**config.mk**
```make
export PLATFORM = sky130hd
export DESIGN_NAME = pipeline_sequencer_flat
export DESIGN_NICKNAME = d
export VERILOG_FILES = /design/src/rtl/pipeline_sequencer_pkg.sv /design/src/rtl/pipeline_sequencer_if.sv /design/src/rtl/pipeline_sequencer_hazard_detect.sv /design/src/rtl/pipeline_sequencer.sv /design/src/flat_wrapper.sv
export SDC_FILE = /design/constraint.sdc
export NUM_CORES = 1
export LEC_CHECK = 0
export BUFFER_PORTS_ARGS = -buffer_cell sky130_fd_sc_hd__buf_4
export CORE_AREA = 10 10 47 49
export DETAILED_ROUTE_END_ITERATION = 12
export DIE_AREA = 0 0 57 59
export GPL_ROUTABILITY_DRIVEN = 0
export PLACE_DENSITY_LB_ADDON = 0.12
export REMOVE_ABC_BUFFERS = 1
export SLEW_MARGIN = 10
export SYNTH_ARGS = -nofsm -noshare
export SYNTH_HDL_FRONTEND = slang
export SYNTH_HIERARCHICAL = 1
export SYNTH_SLANG_ARGS = --single-unit
```
**constraint.sdc**
```tcl
create_clock -name CLK -period 1.55 [get_ports CLK]
set_clock_uncertainty 0.15 [all_clocks]
set_input_delay 0 -clock CLK [delete_from_list [all_inputs] [get_ports CLK]]
set_output_delay 0 -clock CLK [all_outputs]
set_load 0.03 [all_outputs]
```
**src/rtl/pipeline_sequencer_pkg.sv**
```systemverilog
// ============================================================================
// Module  : pipeline_sequencer_pkg
// Purpose : Shared types and constants for the pipeline stall/flush sequencer.
// Revision: 1.0 - initial release
// ============================================================================
`default_nettype none

package pipeline_sequencer_pkg;

    // Register-file index type.
    typedef logic [4:0] regbits_t;

    localparam regbits_t REG_ZERO = 5'd0;

    // Sequencer state encoding.
    typedef logic [1:0] seq_state_t;

    localparam seq_state_t ST_RUN     = 2'd0;
    localparam seq_state_t ST_MEMWAIT = 2'd1;
    localparam seq_state_t ST_DRAIN   = 2'd2;
    localparam seq_state_t ST_HALT    = 2'd3;

endpackage

`default_nettype wire

```
**src/rtl/pipeline_sequencer_if.sv**
```systemverilog
// ============================================================================
// Module  : pipeline_sequencer_if
// Purpose : Hazard inputs and latch-control outputs between sequencer and datapath.
// Revision: 1.0 - initial release
// ============================================================================
`default_nettype none

interface pipeline_sequencer_if;
    import pipeline_sequencer_pkg::*;

    logic     ihit;
    logic     dhit;
    logic     dREN_M;
    logic     dWEN_M;
    logic     halt_M;
    logic     load_E;
    regbits_t rt_E;
    regbits_t rs_D;
    regbits_t rt_D;
    logic     branch_E;
    logic     jump_D;

    logic     pc_en;
    logic     FD_en;
    logic     DE_en;
    logic     EM_en;
    logic     MW_en;
    logic     FD_flush;
    logic     DE_flush;
    logic     EM_flush;
    logic     icuREN;
    logic     halted;

    // Sequencer side.
    modport master (
        input  ihit, dhit, dREN_M, dWEN_M, halt_M, load_E, rt_E, rs_D, rt_D,
               branch_E, jump_D,
        output pc_en, FD_en, DE_en, EM_en, MW_en, FD_flush, DE_flush, EM_flush,
               icuREN, halted
    );

    // Datapath side.
    modport slave (
        output ihit, dhit, dREN_M, dWEN_M, halt_M, load_E, rt_E, rs_D, rt_D,
               branch_E, jump_D,
        input  pc_en, FD_en, DE_en, EM_en, MW_en, FD_flush, DE_flush, EM_flush,
               icuREN, halted
    );

endinterface

`default_nettype wire

```
**src/rtl/pipeline_sequencer_hazard_detect.sv**
```systemverilog
// ============================================================================
// Module  : pipeline_sequencer_hazard_detect
// Purpose : Load-use comparator; $0 never produces a hazard.
// Revision: 1.0 - initial release
// ============================================================================
`default_nettype none

module pipeline_sequencer_hazard_detect
    import pipeline_sequencer_pkg::*;
(
    input  logic     load_E,
    input  regbits_t rt_E,
    input  regbits_t rs_D,
    input  regbits_t rt_D,
    output logic     luse
);

    assign luse = load_E && (rt_E != REG_ZERO) && ((rt_E == rs_D) || (rt_E == rt_D));

endmodule

`default_nettype wire

```
**src/rtl/pipeline_sequencer.sv**
```systemverilog
// ============================================================================
// Module  : pipeline_sequencer
// Purpose : Stall/flush/advance controller for the FD/DE/EM/MW pipeline latches.
//           Optional perf counters enabled by macro PIPELINE_PERF_EN.
// Revision: 1.0 - initial release
// ============================================================================
`default_nettype none

module pipeline_sequencer
    import pipeline_sequencer_pkg::*;
#(
    parameter int DRAIN_CYCLES = 2
`ifdef PIPELINE_PERF_EN
    ,
    parameter int CNT_W        = 32
`endif
) (
    input  logic                CLK,
    input  logic                nRST,
    pipeline_sequencer_if.master bus
`ifdef PIPELINE_PERF_EN
    ,
    output logic [CNT_W-1:0]    stall_cnt,
    output logic [CNT_W-1:0]    flush_cnt
`endif
);

    localparam int DCW = (DRAIN_CYCLES > 2) ? $clog2(DRAIN_CYCLES) : 1;
    localparam logic [DCW-1:0] c_drain_init = DCW'(DRAIN_CYCLES - 1);

    seq_state_t     r_state;
    seq_state_t     w_state_nxt;
    logic [DCW-1:0] r_cnt;
    logic [DCW-1:0] w_cnt_nxt;

    logic w_luse;
    logic w_mem_wait;
    logic w_run_eval;
    logic w_pc_en, w_fd_en, w_de_en, w_em_en, w_mw_en;
    logic w_fd_flush, w_de_flush;
    logic w_icu_ren, w_halted;

    pipeline_sequencer_hazard_detect u_hazard (
        .load_E (bus.load_E),
        .rt_E   (bus.rt_E),
        .rs_D   (bus.rs_D),
        .rt_D   (bus.rt_D),
        .luse   (w_luse)
    );

    assign w_mem_wait = (bus.dREN_M || bus.dWEN_M) && !bus.dhit;

    always_comb begin
        w_state_nxt = r_state;
        w_cnt_nxt   = r_cnt;
        w_run_eval  = 1'b0;
        w_pc_en     = 1'b0;
        w_fd_en     = 1'b0;
        w_de_en     = 1'b0;
        w_em_en     = 1'b0;
        w_mw_en     = 1'b0;
        w_fd_flush  = 1'b0;
        w_de_flush  = 1'b0;
        w_icu_ren   = 1'b0;
        w_halted    = 1'b0;

        case (r_state)
            ST_RUN: begin
                w_icu_ren = 1'b1;
                if (w_mem_wait) begin
                    w_state_nxt = ST_MEMWAIT;
                end else begin
                    w_run_eval = 1'b1;
                end
            end
            ST_MEMWAIT: begin
                // The dhit cycle is treated as a RUN cycle so the latches advance on it.
                w_icu_ren = 1'b1;
                if (bus.dhit) begin
                    w_state_nxt = ST_RUN;
                    w_run_eval  = 1'b1;
                end
            end
            ST_DRAIN: begin
                w_fd_en    = 1'b1;
                w_de_en    = 1'b1;
                w_em_en    = 1'b1;
                w_mw_en    = 1'b1;
                w_fd_flush = 1'b1;
                w_de_flush = 1'b1;
                if (r_cnt == '0) begin
                    w_state_nxt = ST_HALT;
                end else begin
                    w_cnt_nxt = r_cnt - 1'b1;
                end
            end
            default: begin
                w_halted = 1'b1;
            end
        endcase

        if (w_run_eval) begin
            w_fd_en = 1'b1;
            w_de_en = 1'b1;
            w_em_en = 1'b1;
            w_mw_en = 1'b1;
            w_pc_en = 1'b1;
            if (bus.branch_E) begin
                w_fd_flush = 1'b1;
                w_de_flush = 1'b1;
            end else if (w_luse) begin
                w_pc_en    = 1'b0;
                w_fd_en    = 1'b0;
                w_de_flush = 1'b1;
            end else if (bus.jump_D) begin
                w_fd_flush = 1'b1;
            end else if (!bus.ihit) begin
                w_pc_en    = 1'b0;
                w_fd_flush = 1'b1;
            end

            if (bus.halt_M) begin
                w_state_nxt = ST_DRAIN;
                w_cnt_nxt   = c_drain_init;
            end
        end
    end

    always_ff @(posedge CLK or negedge nRST) begin
        if (!nRST) begin
            r_state <= ST_RUN;
            r_cnt   <= '0;
        end else begin
            r_state <= w_state_nxt;
            r_cnt   <= w_cnt_nxt;
        end
    end

    // Outputs are forced quiet while reset is held, independent of the clock.
    assign bus.pc_en    = nRST && w_pc_en;
    assign bus.FD_en    = nRST && w_fd_en;
    assign bus.DE_en    = nRST && w_de_en;
    assign bus.EM_en    = nRST && w_em_en;
    assign bus.MW_en    = nRST && w_mw_en;
    assign bus.FD_flush = nRST && w_fd_flush;
    assign bus.DE_flush = nRST && w_de_flush;
    assign bus.EM_flush = 1'b0;
    assign bus.icuREN   = nRST && w_icu_ren;
    assign bus.halted   = nRST && w_halted;

`ifdef PIPELINE_PERF_EN
    logic w_stall_inc;
    logic w_flush_inc;

    assign w_stall_inc = ((r_state == ST_RUN) || (r_state == ST_MEMWAIT)) && !w_pc_en;
    // Flushes outside RUN-rule evaluation belong to the halt drain and are not counted.
    assign w_flush_inc = w_run_eval && (w_fd_flush || w_de_flush);

    always_ff @(posedge CLK or negedge nRST) begin
        if (!nRST) begin
            stall_cnt <= '0;
            flush_cnt <= '0;
        end else begin
            if (w_stall_inc && (stall_cnt != '1)) begin
                stall_cnt <= stall_cnt + 1'b1;
            end
            if (w_flush_inc && (flush_cnt != '1)) begin
                flush_cnt <= flush_cnt + 1'b1;
            end
        end
    end
`endif

endmodule

`default_nettype wire

```
**src/flat_wrapper.sv**
```systemverilog
// flat-port wrapper written by rule: the top's interface ports become plain ports
module pipeline_sequencer_flat import pipeline_sequencer_pkg::*;
#(
    parameter int DRAIN_CYCLES = 2

)
  (CLK, nRST, bus_ihit, bus_dhit, bus_dREN_M, bus_dWEN_M, bus_halt_M, bus_load_E, bus_rt_E, bus_rs_D, bus_rt_D, bus_branch_E, bus_jump_D, bus_pc_en, bus_FD_en, bus_DE_en, bus_EM_en, bus_MW_en, bus_FD_flush, bus_DE_flush, bus_EM_flush, bus_icuREN, bus_halted);
  pipeline_sequencer_if bus_i ();
  input  logic CLK;
  input  logic nRST;
  input wire logic [$bits(bus_i.ihit)-1:0] bus_ihit;
  input wire logic [$bits(bus_i.dhit)-1:0] bus_dhit;
  input wire logic [$bits(bus_i.dREN_M)-1:0] bus_dREN_M;
  input wire logic [$bits(bus_i.dWEN_M)-1:0] bus_dWEN_M;
  input wire logic [$bits(bus_i.halt_M)-1:0] bus_halt_M;
  input wire logic [$bits(bus_i.load_E)-1:0] bus_load_E;
  input wire logic [$bits(bus_i.rt_E)-1:0] bus_rt_E;
  input wire logic [$bits(bus_i.rs_D)-1:0] bus_rs_D;
  input wire logic [$bits(bus_i.rt_D)-1:0] bus_rt_D;
  input wire logic [$bits(bus_i.branch_E)-1:0] bus_branch_E;
  input wire logic [$bits(bus_i.jump_D)-1:0] bus_jump_D;
  output wire logic [$bits(bus_i.pc_en)-1:0] bus_pc_en;
  output wire logic [$bits(bus_i.FD_en)-1:0] bus_FD_en;
  output wire logic [$bits(bus_i.DE_en)-1:0] bus_DE_en;
  output wire logic [$bits(bus_i.EM_en)-1:0] bus_EM_en;
  output wire logic [$bits(bus_i.MW_en)-1:0] bus_MW_en;
  output wire logic [$bits(bus_i.FD_flush)-1:0] bus_FD_flush;
  output wire logic [$bits(bus_i.DE_flush)-1:0] bus_DE_flush;
  output wire logic [$bits(bus_i.EM_flush)-1:0] bus_EM_flush;
  output wire logic [$bits(bus_i.icuREN)-1:0] bus_icuREN;
  output wire logic [$bits(bus_i.halted)-1:0] bus_halted;
  assign bus_i.ihit = bus_ihit;
  assign bus_i.dhit = bus_dhit;
  assign bus_i.dREN_M = bus_dREN_M;
  assign bus_i.dWEN_M = bus_dWEN_M;
  assign bus_i.halt_M = bus_halt_M;
  assign bus_i.load_E = bus_load_E;
  assign bus_i.rt_E = bus_rt_E;
  assign bus_i.rs_D = bus_rs_D;
  assign bus_i.rt_D = bus_rt_D;
  assign bus_i.branch_E = bus_branch_E;
  assign bus_i.jump_D = bus_jump_D;
  assign bus_pc_en = bus_i.pc_en;
  assign bus_FD_en = bus_i.FD_en;
  assign bus_DE_en = bus_i.DE_en;
  assign bus_EM_en = bus_i.EM_en;
  assign bus_MW_en = bus_i.MW_en;
  assign bus_FD_flush = bus_i.FD_flush;
  assign bus_DE_flush = bus_i.DE_flush;
  assign bus_EM_flush = bus_i.EM_flush;
  assign bus_icuREN = bus_i.icuREN;
  assign bus_halted = bus_i.halted;
  pipeline_sequencer #(.DRAIN_CYCLES(DRAIN_CYCLES)) u_core (.CLK(CLK), .nRST(nRST), .bus(bus_i));
endmodule
```
Word level (Yosys, flattened, before mapping)
Index checks and enable logic that the tools add are counted.

$add $sub $neg: 1. Eq/ne operators: 4. Mux-type cells: 33. Reductions and logical operators: 17.

Operators with widths (count): 2-to-1 mux 1 bit (26); == test 5 bit (2); logical AND 1 bit (10); 2-to-1 mux 2 bit (5); one-hot mux 2 bit (3 select lines) (1); nonzero test 5 bit (1); OR reduction 3 bit (1); == test 2 x 1 -> 1 bit, second input constant (1); == test 2 bit, second input constant (1); logical NOT 2 bit (1); logical OR 1 bit (2); one-hot mux 1 bit (2 select lines) (1); OR reduction 2 bit (1); logical NOT 1 bit (1); subtractor 1 bit, second input constant (1).

Register bits after elaboration: 3. Bits of input ports: 25. Output and inout bits: 10. Word-level logic and storage cells: 57.

Depth between registers and ports, before layout
Gate-level depths: netlist of run 1.

Depth after elaboration: 8. Mapped depth: 6. Gate-level depth less buffers: 6.

Cells and area by module
Netlist of run 1, hierarchy kept.

Modules (own cells, without submodules): pipeline_sequencer (times used 1, cells each 32, area each 274.0 sq um, seq. area each 75.1 sq um); pipeline_sequencer_hazard_detect (times used 1, cells each 17, area each 125.1 sq um, seq. area each 0.0 sq um).

Least setup slack after synthesis of run 1
Ideal clock, no wire load.

Path type: register to output. Start: reg u_core.r_state[0]. End: out bus_FD_en. Arrival time: 1.286 ns. Required time: 1.400 ns. Path slack: 0.114 ns. Cell stages (with the launch flop): 4. Path buffers: 0. Cell sequence: dfrtp_1 -> nor3_2 -> o31ai_4 -> a31oi_1.

Cells in the longest elaborated chain, start to end: 4. Elaborated cells between the ends (all ways): 7. Those cells by class: eq/ne: 2; mux: 3; reduce/logical: 2.

RTL lines: start: declaration (line pipeline_sequencer.sv:31) `seq_state_t r_state;`; start signal: assignment (line pipeline_sequencer.sv:134) `r_state <= w_state_nxt;`; == test 2 x 1 -> 1 bit, or another cell as far along (line pipeline_sequencer.sv:67) `case (r_state)`; one-hot mux 1 bit (2 select lines) / 2-to-1 mux 1 bit (equally long branches) (line pipeline_sequencer.sv:67); 2-to-1 mux 1 bit (*) (line pipeline_sequencer.sv:102) `if (w_run_eval) begin`; logical AND 1 bit (*) (line pipeline_sequencer.sv:141) `assign bus.FD_en = nRST && w_fd_en;`; end: declaration (line flat_wrapper.sv:23) `output wire logic [$bits(bus_i.FD_en)-1:0] bus_FD_en;`.

Mark *: on every way between the ends. The rest lies on a longest branch, timed or not.

Worst setup path in the final report of run 1
Start: reg u_core.r_state[0]. End: out bus_FD_flush.

Cells in the longest elaborated chain, start to end: 8. Elaborated cells between the ends (all ways): 11. Those cells by class: eq/ne: 2; mux: 7; reduce/logical: 2.

RTL lines: == test 2 bit (line pipeline_sequencer.sv:67); 2-to-1 mux 1 bit (line pipeline_sequencer.sv:67); 2-to-1 mux 1 bit (line pipeline_sequencer.sv:117) `end else if (!bus.ihit) begin`; 2-to-1 mux 1 bit (line pipeline_sequencer.sv:115) `end else if (bus.jump_D) begin`; 2-to-1 mux 1 bit (line pipeline_sequencer.sv:111) `end else if (w_luse) begin`; 2-to-1 mux 1 bit (line pipeline_sequencer.sv:108) `if (bus.branch_E) begin`; 2-to-1 mux 1 bit (*) (line pipeline_sequencer.sv:102); logical AND 1 bit (*) (line pipeline_sequencer.sv:145) `assign bus.FD_flush = nRST && w_fd_flush;`; end: declaration (line flat_wrapper.sv:27) `output wire logic [$bits(bus_i.FD_flush)-1:0] bus_FD_flush;`.

Marked as above.

==> out/qor.yml, run 1 <==
status: "finished with violations"
violations: "negative setup slack"
period_needed_ns: 1.56
cp_top_family: "flip-flops"
ys_seq_elements: 3
synth_enable_flop_cells: 0
hold_ws_ns: 0.166
p_int_uw: 397
hold_path_depth: 4
ys.flop_type: "dfrtp_1"
clockBufferDepth: 2
peakVddDrop_mv: 0.539
switching_share_pct: 38.1
initial_core_util_pct: 28.5
tritoncts: "done"
finalSetupViolCount: 1
grt_max_degree: 8
wl_met1_um: 570
synth_area_leader_cell: "dfrtp_1"
vias_per_cell: 4.54
ant_nets: 0
yosysUniqueCellTypes: 27
dr.pass1.iters: 3
rr_endpoint: "u_core/r_state[0]$_DFF_PN0_"
numCtsBuffers: 3
grt_use_total_pct: 8.38
layout_setup_ws_ns: -0.00587
grt-ovfl-total: 0
routedWlPerCell_um: 13.6
critPathCaptureType: "output pin"
power.share.clock_pct: 21.3
ctsHtreeMaxLevel: 1
diodes: 0
drv_slew: 0
seqPwrFrac_pct: 18.8
ios: 35
p_leak_uw: 0.000397
die-area_mm2: 0.00336
drv_cap: 0
rsz0062_at_grt: "yes"
async_flop_share_pct: 100
maxUsedRoutingLayer: "met3"
die_x_um: 57
dp_hpwl_um: 1160
worstPathRequired_ns: 1.40
synth_cells: 49
num_vias: 495
post-route-drc-count: 0
crit_chain: "and2b_4, o31ai_4, inv_2, o31a_1, buf_6"
power_frac_comb_pct: 59.9
clk_pin_slew_worst_paths_ns: 0.04
synth_seq_area_share_pct: 18.8
cp.buffers_inverters: 2
p_total_uw: 640
grt_pass1_vias: 547
die_y_um: 59
core_mm2: 0.00140
clock_latency_ns: 0.23
min_path_type: "primary input to flip-flop"
reg2reg_depth: 4
crit_cells: 5
cpPeakStageDelay_ns: 0.39
cp-start-kind: "flip-flop"
ys_top_cells_by_area: "dfrtp_1 19%, xor2_1 13%, xnor2_1 8.8%"
r2r_slack_ns: 0.18
wl_um: 1480
ys_warn_count: 6
critPathCapture: "bus_FD_flush"
crit_type: "flip-flop to output pin"
rr_startpoint: "u_core/r_state[1]$_DFF_PN0_"
synth.most_common_cell: "xor2_1"
slowest_stage: "dfrtp_1"
wl_met2_um: 800
root_buffer: "clkbuf_4"
antenna_found_initial: 0
drive_gt1_share_pct: 52.7
ys_top_cells_by_count: "6 x xor2_1, 4 x nor2_1, 4 x xnor2_1"
fill_cells: 136
syn_avg_cell_area_um2: 8.15
area_growth_pct: 97.8
cp_max_fo: 4
dr_wl_met3_um: 106
clock_sinks: 3
period_share_pct: 100
dp_slack_ns: 0.0953
grt_pass1_wl_um: 2320
nets: 119
timing_hold_violations_final: 0
p_switching_uw: 244
drt-initial-drc-count: 5
rows: 14
cp_data_arrival_time_ns: 1.41
powerDensity_mw_per_mm2: 811
portBuffers: 33
syn-cell-area_um2: 399
crit_start: "u_core/r_state[0]$_DFF_PN0_"
yosysTopAreaCellShare_pct: 18.8
max_freq_mhz: 643
## cells in the final DEF (no fill, tap or decap), types with 2 or more instances in the layout
master	instances
nor2_1	4
xor2_1	6
nor3_1	3
buf_4	35
inv_1	3
clkbuf_4	3
dfrtp_1	2
dlygate4sd3_1	5
nand3_1	2
buf_6	2
xnor2_1	4
a21oi_1	3
## layer usage
metal / GRT usage (%) / vias up
met3: 2.58 / 0
met1: 7.70 / 226
met2: 16.3 / 15
met5: 0 / -
li1: - / 254
met4: 4.03 / 0
## kinds of logic after synthesis
family	Yosys count	synth area share, %
AO/OA/AOI/OAI	11	23.2
XOR/XNOR	10	21.9
other	1	0.940
AND/OR/NAND/NOR	17	25.7
buffers and inverters	7	9.40
flip-flops	3	18.8
## flip-flops by register name (all words and copies together), names as in the netlist
name and count:
u_core/r_cnt 1, u_core/r_state 2
## layout make-up
class	count	area [µm²]	area share [%]
Clock buffer	4	26.3	3.33
Inverter	4	15.0	1.90
Multi-Input combinational cell	39	304	38.5
Sequential cell	3	76.3	9.67
Tap cell	16	20.0	2.54
Timing Repair Buffer	43	348	44.1
## repair_timing
| action | CTS | global route |
|---|---|---|
| resized for setup | 3 | 4 |
| endpoints found under the setup margin | 6 | 7 |
| buffers inserted | 3 | 1 |
| pin swaps | 1 | 2 |
| cloned | 0 | 0 |
| hold buffers | 6 | 0 |
| endpoints found under the hold margin | 6 | 0 |
## tightest hold or removal path, stage by stage
cell	delay [ns]
buf_4	0.10
nor3_4	0.04
o21ba_4	0.20
a21o_1	0.17
## power by group through the flow
| stage | Sequential [µW] | Clock (µW) | Combinational [µW] |
|---|---|---|---|
| 2_1_floorplan | 119 | 0 | 188 |
| 3_3_place_gp | 125 | 0 | 315 |
| 3_5_place_dp | 124 | 0 | 316 |
| 4_1_cts | 116 | 144 | 367 |
| 5_1_grt | 122 | 148 | 411 |
| 6_report | 120 | 136 | 384 |
## metrics by stage
stage	setup TNS (ns)	utilization, %	std cells	cell area [µm²]
2_1_floorplan	-0.0738	-	46	377
3_3_place_gp	0	46.0	95	644
3_5_place_dp	0	46.0	95	644
4_1_cts	-0.112	54.5	108	763
5_1_grt	-0.212	56.3	109	790
6_report	-0.00587	56.3	109	790
## worst min path at each step
stage	start	to
final	bus_dREN_M	u_core/r_state[1]$_DFF_PN0_
after global routing	bus_dREN_M	u_core/r_cnt$_DFF_PN0_
after CTS	bus_dREN_M	u_core/r_state[1]$_DFF_PN0_
after detailed placement	nRST	u_core/r_state[0]$_DFF_PN0_
after global placement	nRST	u_core/r_state[0]$_DFF_PN0_
after floorplan	nRST	u_core/r_cnt$_DFF_PN0_
Note: power is estimated with default switching activity, not from simulation.
==> run 2: changes to the inputs <==
--- a/config.mk
+++ b/config.mk
@@ -5,6 +5,7 @@
 export SDC_FILE = /design/constraint.sdc
 export NUM_CORES = 1
 export LEC_CHECK = 0
+export ABC_AREA = 1
 export BUFFER_PORTS_ARGS = -buffer_cell sky130_fd_sc_hd__buf_4
 export CORE_AREA = 10 10 47 49
 export DETAILED_ROUTE_END_ITERATION = 12
==> out/qor.yml, run 2 <==
cpPeakStageDelay_ns: 0.57
area_growth_pct: 69.9
rows: 14
crit_start: "bus_dREN_M"
tritoncts: "done"
status: "completed"
ys_top_cells_by_area: "nand2_1 23%, dfrtp_1 16%, inv_1 11%"
synth_enable_flop_cells: 0
max_freq_mhz: 668
grt-ovfl-total: 0
root_buffer: "clkbuf_4"
timing_hold_violations_final: 0
ys_seq_elements: 3
ys_warn_count: 6
largest_reg_flops: 2
dr.pass1.iters: 6
grt_use_total_pct: 9.51
antenna_found_initial: 0
ys_top_cells_by_count: "29 x nand2_1, 14 x inv_1, 10 x nor2_1"
p_leak_uw: 0.000503
p_total_uw: 340
crit_chain: "dlygate4sd3_1, buf_4, nor2_4, dlygate4sd3_1, o21ai_0"
vias_per_cell: 4.26
drive_gt1_share_pct: 41.1
yosysTopAreaCellShare_pct: 22.5
seq_area_um2: 76.3
cp_max_fo: 2
clock_latency_ns: 0.23
cp_top_family: "buffers and inverters"
core_mm2: 0.00140
largest-register: "u_core/r_state"
multi_input_area_um2: 319
slowest_stage: "dlygate4sd3_1"
clockBufferDepth: 2
cp.buffers_inverters: 3
grt_pass1_vias: 583
die-area_mm2: 0.00336
ctsHtreeMaxLevel: 1
ys.flop_type: "dfrtp_1"
syn_avg_cell_area_um2: 5.43
ant_nets: 0
crit_type: "primary input to flip-flop"
clk_pin_slew_worst_paths_ns: 0.04
hold_path_end: "u_core/r_state[1]$_DFF_PN0_"
fin_area_um2: 821
reg.largest.list: "u_core/r_state: 2 flops, u_core/r_cnt: 1 flops"
synth_cells: 89
powerDensity_mw_per_mm2: 415
finalSetupViolCount: 0
layout_commonest_cell: "buf_4"
drt-initial-drc-count: 12
rr_endpoint: "u_core/r_state[1]$_DFF_PN0_"
final_cell_mix: "33 x buf_4, 29 x nand2_1, 14 x inv_1"
fill_cells: 168
rr_startpoint: "u_core/r_state[1]$_DFF_PN0_"
syn-cell-area_um2: 483
placed_cell_area_um2: 728
hold_path_depth: 6
synth.most_common_cell: "nand2_1"
routedWlPerCell_um: 11.2
clock_sinks: 3
period_share_pct: 96.6
wl_um: 1620
worstPathRequired_ns: 1.50
yosysUniqueCellTypes: 20
initial_core_util_pct: 34.5
min_path_type: "primary input to flip-flop"
nets: 155
cp-start-kind: "primary input"
synth_area_leader_cell: "nand2_1"
critPathMostFrequentCell: "dlygate4sd3_1"
drv_slew: 0
min-delay-start: "bus_dWEN_M"
die_y_um: 59
r2r_slack_ns: 0.44
grt_pass1_wl_um: 2600
ios: 35
grt_max_degree: 5
diodes: 0
num_vias: 618
portBuffers: 33
die_x_um: 57
peakVddDrop_mv: 0.375
period_needed_ns: 1.50
critPathCaptureType: "flip-flop"
dp_hpwl_um: 1300
cp_data_arrival_time_ns: 1.44
numCtsBuffers: 3
reg2reg_depth: 5
drv_cap: 0
async_flop_share_pct: 100
synth_seq_area_share_pct: 15.5
post-route-drc-count: 0
-- run 2: changes by cell type after synthesis, moves of 2 or more --
cell / before / now
inv_1: 3 / 14
nand2_1: 1 / 29
nand2_2: 0 / 5
xor2_1: 6 / 1
nand3_2: 0 / 2
nor2_1: 4 / 10
inv_2: 1 / 5
nor2_2: 0 / 2
o21ai_0: 0 / 2
xnor2_1: 4 / 2
-- run 2: timing repair --
item	4_1_cts	5_1_grt
endpoints found under the hold margin	6	0
endpoints found under the setup margin	0	3
setup buffers	0	0
resized for setup	0	2
hold buffers	6	0
-- run 2: report_power, final --
| part | leakage (µW) | internal (µW) | switching [µW] |
|---|---|---|---|
| clock network | 0.0000150 | 96.1 | 35.0 |
| registers | 0.0000312 | 78.8 | 0 |
| logic | 0.000457 | 71.7 | 58.7 |
| total | 0.000503 | 247 | 93.8 |
-- run 2: area by class of cell --
type,instances,share of cell area [%]
clock buffers,4,3.20
inverters,19,8.69
repair buffers,39,37.5
well taps,16,2.44
multi-input cells,64,38.9
flip-flops and latches,3,9.30
-- run 2: how the worst max path moves through the flow --
stage / to / slack (ns) / depth (start not counted)
floorplan: bus_DE_en / 0.13 / 5
finish: u_core/r_state[0]$_DFF_PN0_ / 0.05 / 5
CTS: u_core/r_state[0]$_DFF_PN0_ / 0.08 / 5
global route: bus_FD_flush / -0.0004 / 6
detailed placement: bus_FD_en / 0.30 / 10
global placement: bus_FD_en / 0.32 / 10
-- run 2: layer usage --
metal,GRT usage (%),up-vias,share of wire (%)
met5,0,-,0
met4,3.02,0,0
met3,5.36,0,8.7
met2,15.5,20,50
met1,10.2,260,41
li1,-,338,-
-- run 2: worst register-to-register path, stage by stage, from the launching register on --
cell and delay [ns]:
dfrtp_2 0.44, nor2_4 0.14, nand2_2 0.09, nand2_2 0.08, nand2_1 0.08, nand2_1 0.07
-- run 2: per-stage QoR --
| stage | worst slack (ns) | TNS [ns] | hold slack, ns | cells | utilization (%) |
|---|---|---|---|---|---|
| floorplan | 0.126 | 0 | -0.446 | 86 | - |
| global placement | 0.316 | 0 | -0.339 | 135 | 52.0 |
| detailed placement | 0.302 | 0 | -0.337 | 135 | 52.0 |
| CTS | 0.0837 | 0 | 0.0665 | 145 | 58.1 |
| global route | -0.000435 | -0.000435 | 0.112 | 145 | 58.6 |
| finish | 0.0525 | 0 | 0.0853 | 145 | 58.6 |
-- run 2: cell families (layout without fill, tap and decap cells) --
family / count (synthesis) / after routing / share of synthesized area, %
flip-flops: 3 / 3 / 15.5
AO/OA/AOI/OAI: 5 / 5 / 5.96
AND/OR/NAND/NOR: 55 / 55 / 52.9
other: 1 / 1 / 0.776
buffers and inverters: 22 / 62 / 19.4
XOR/XNOR: 3 / 3 / 5.44
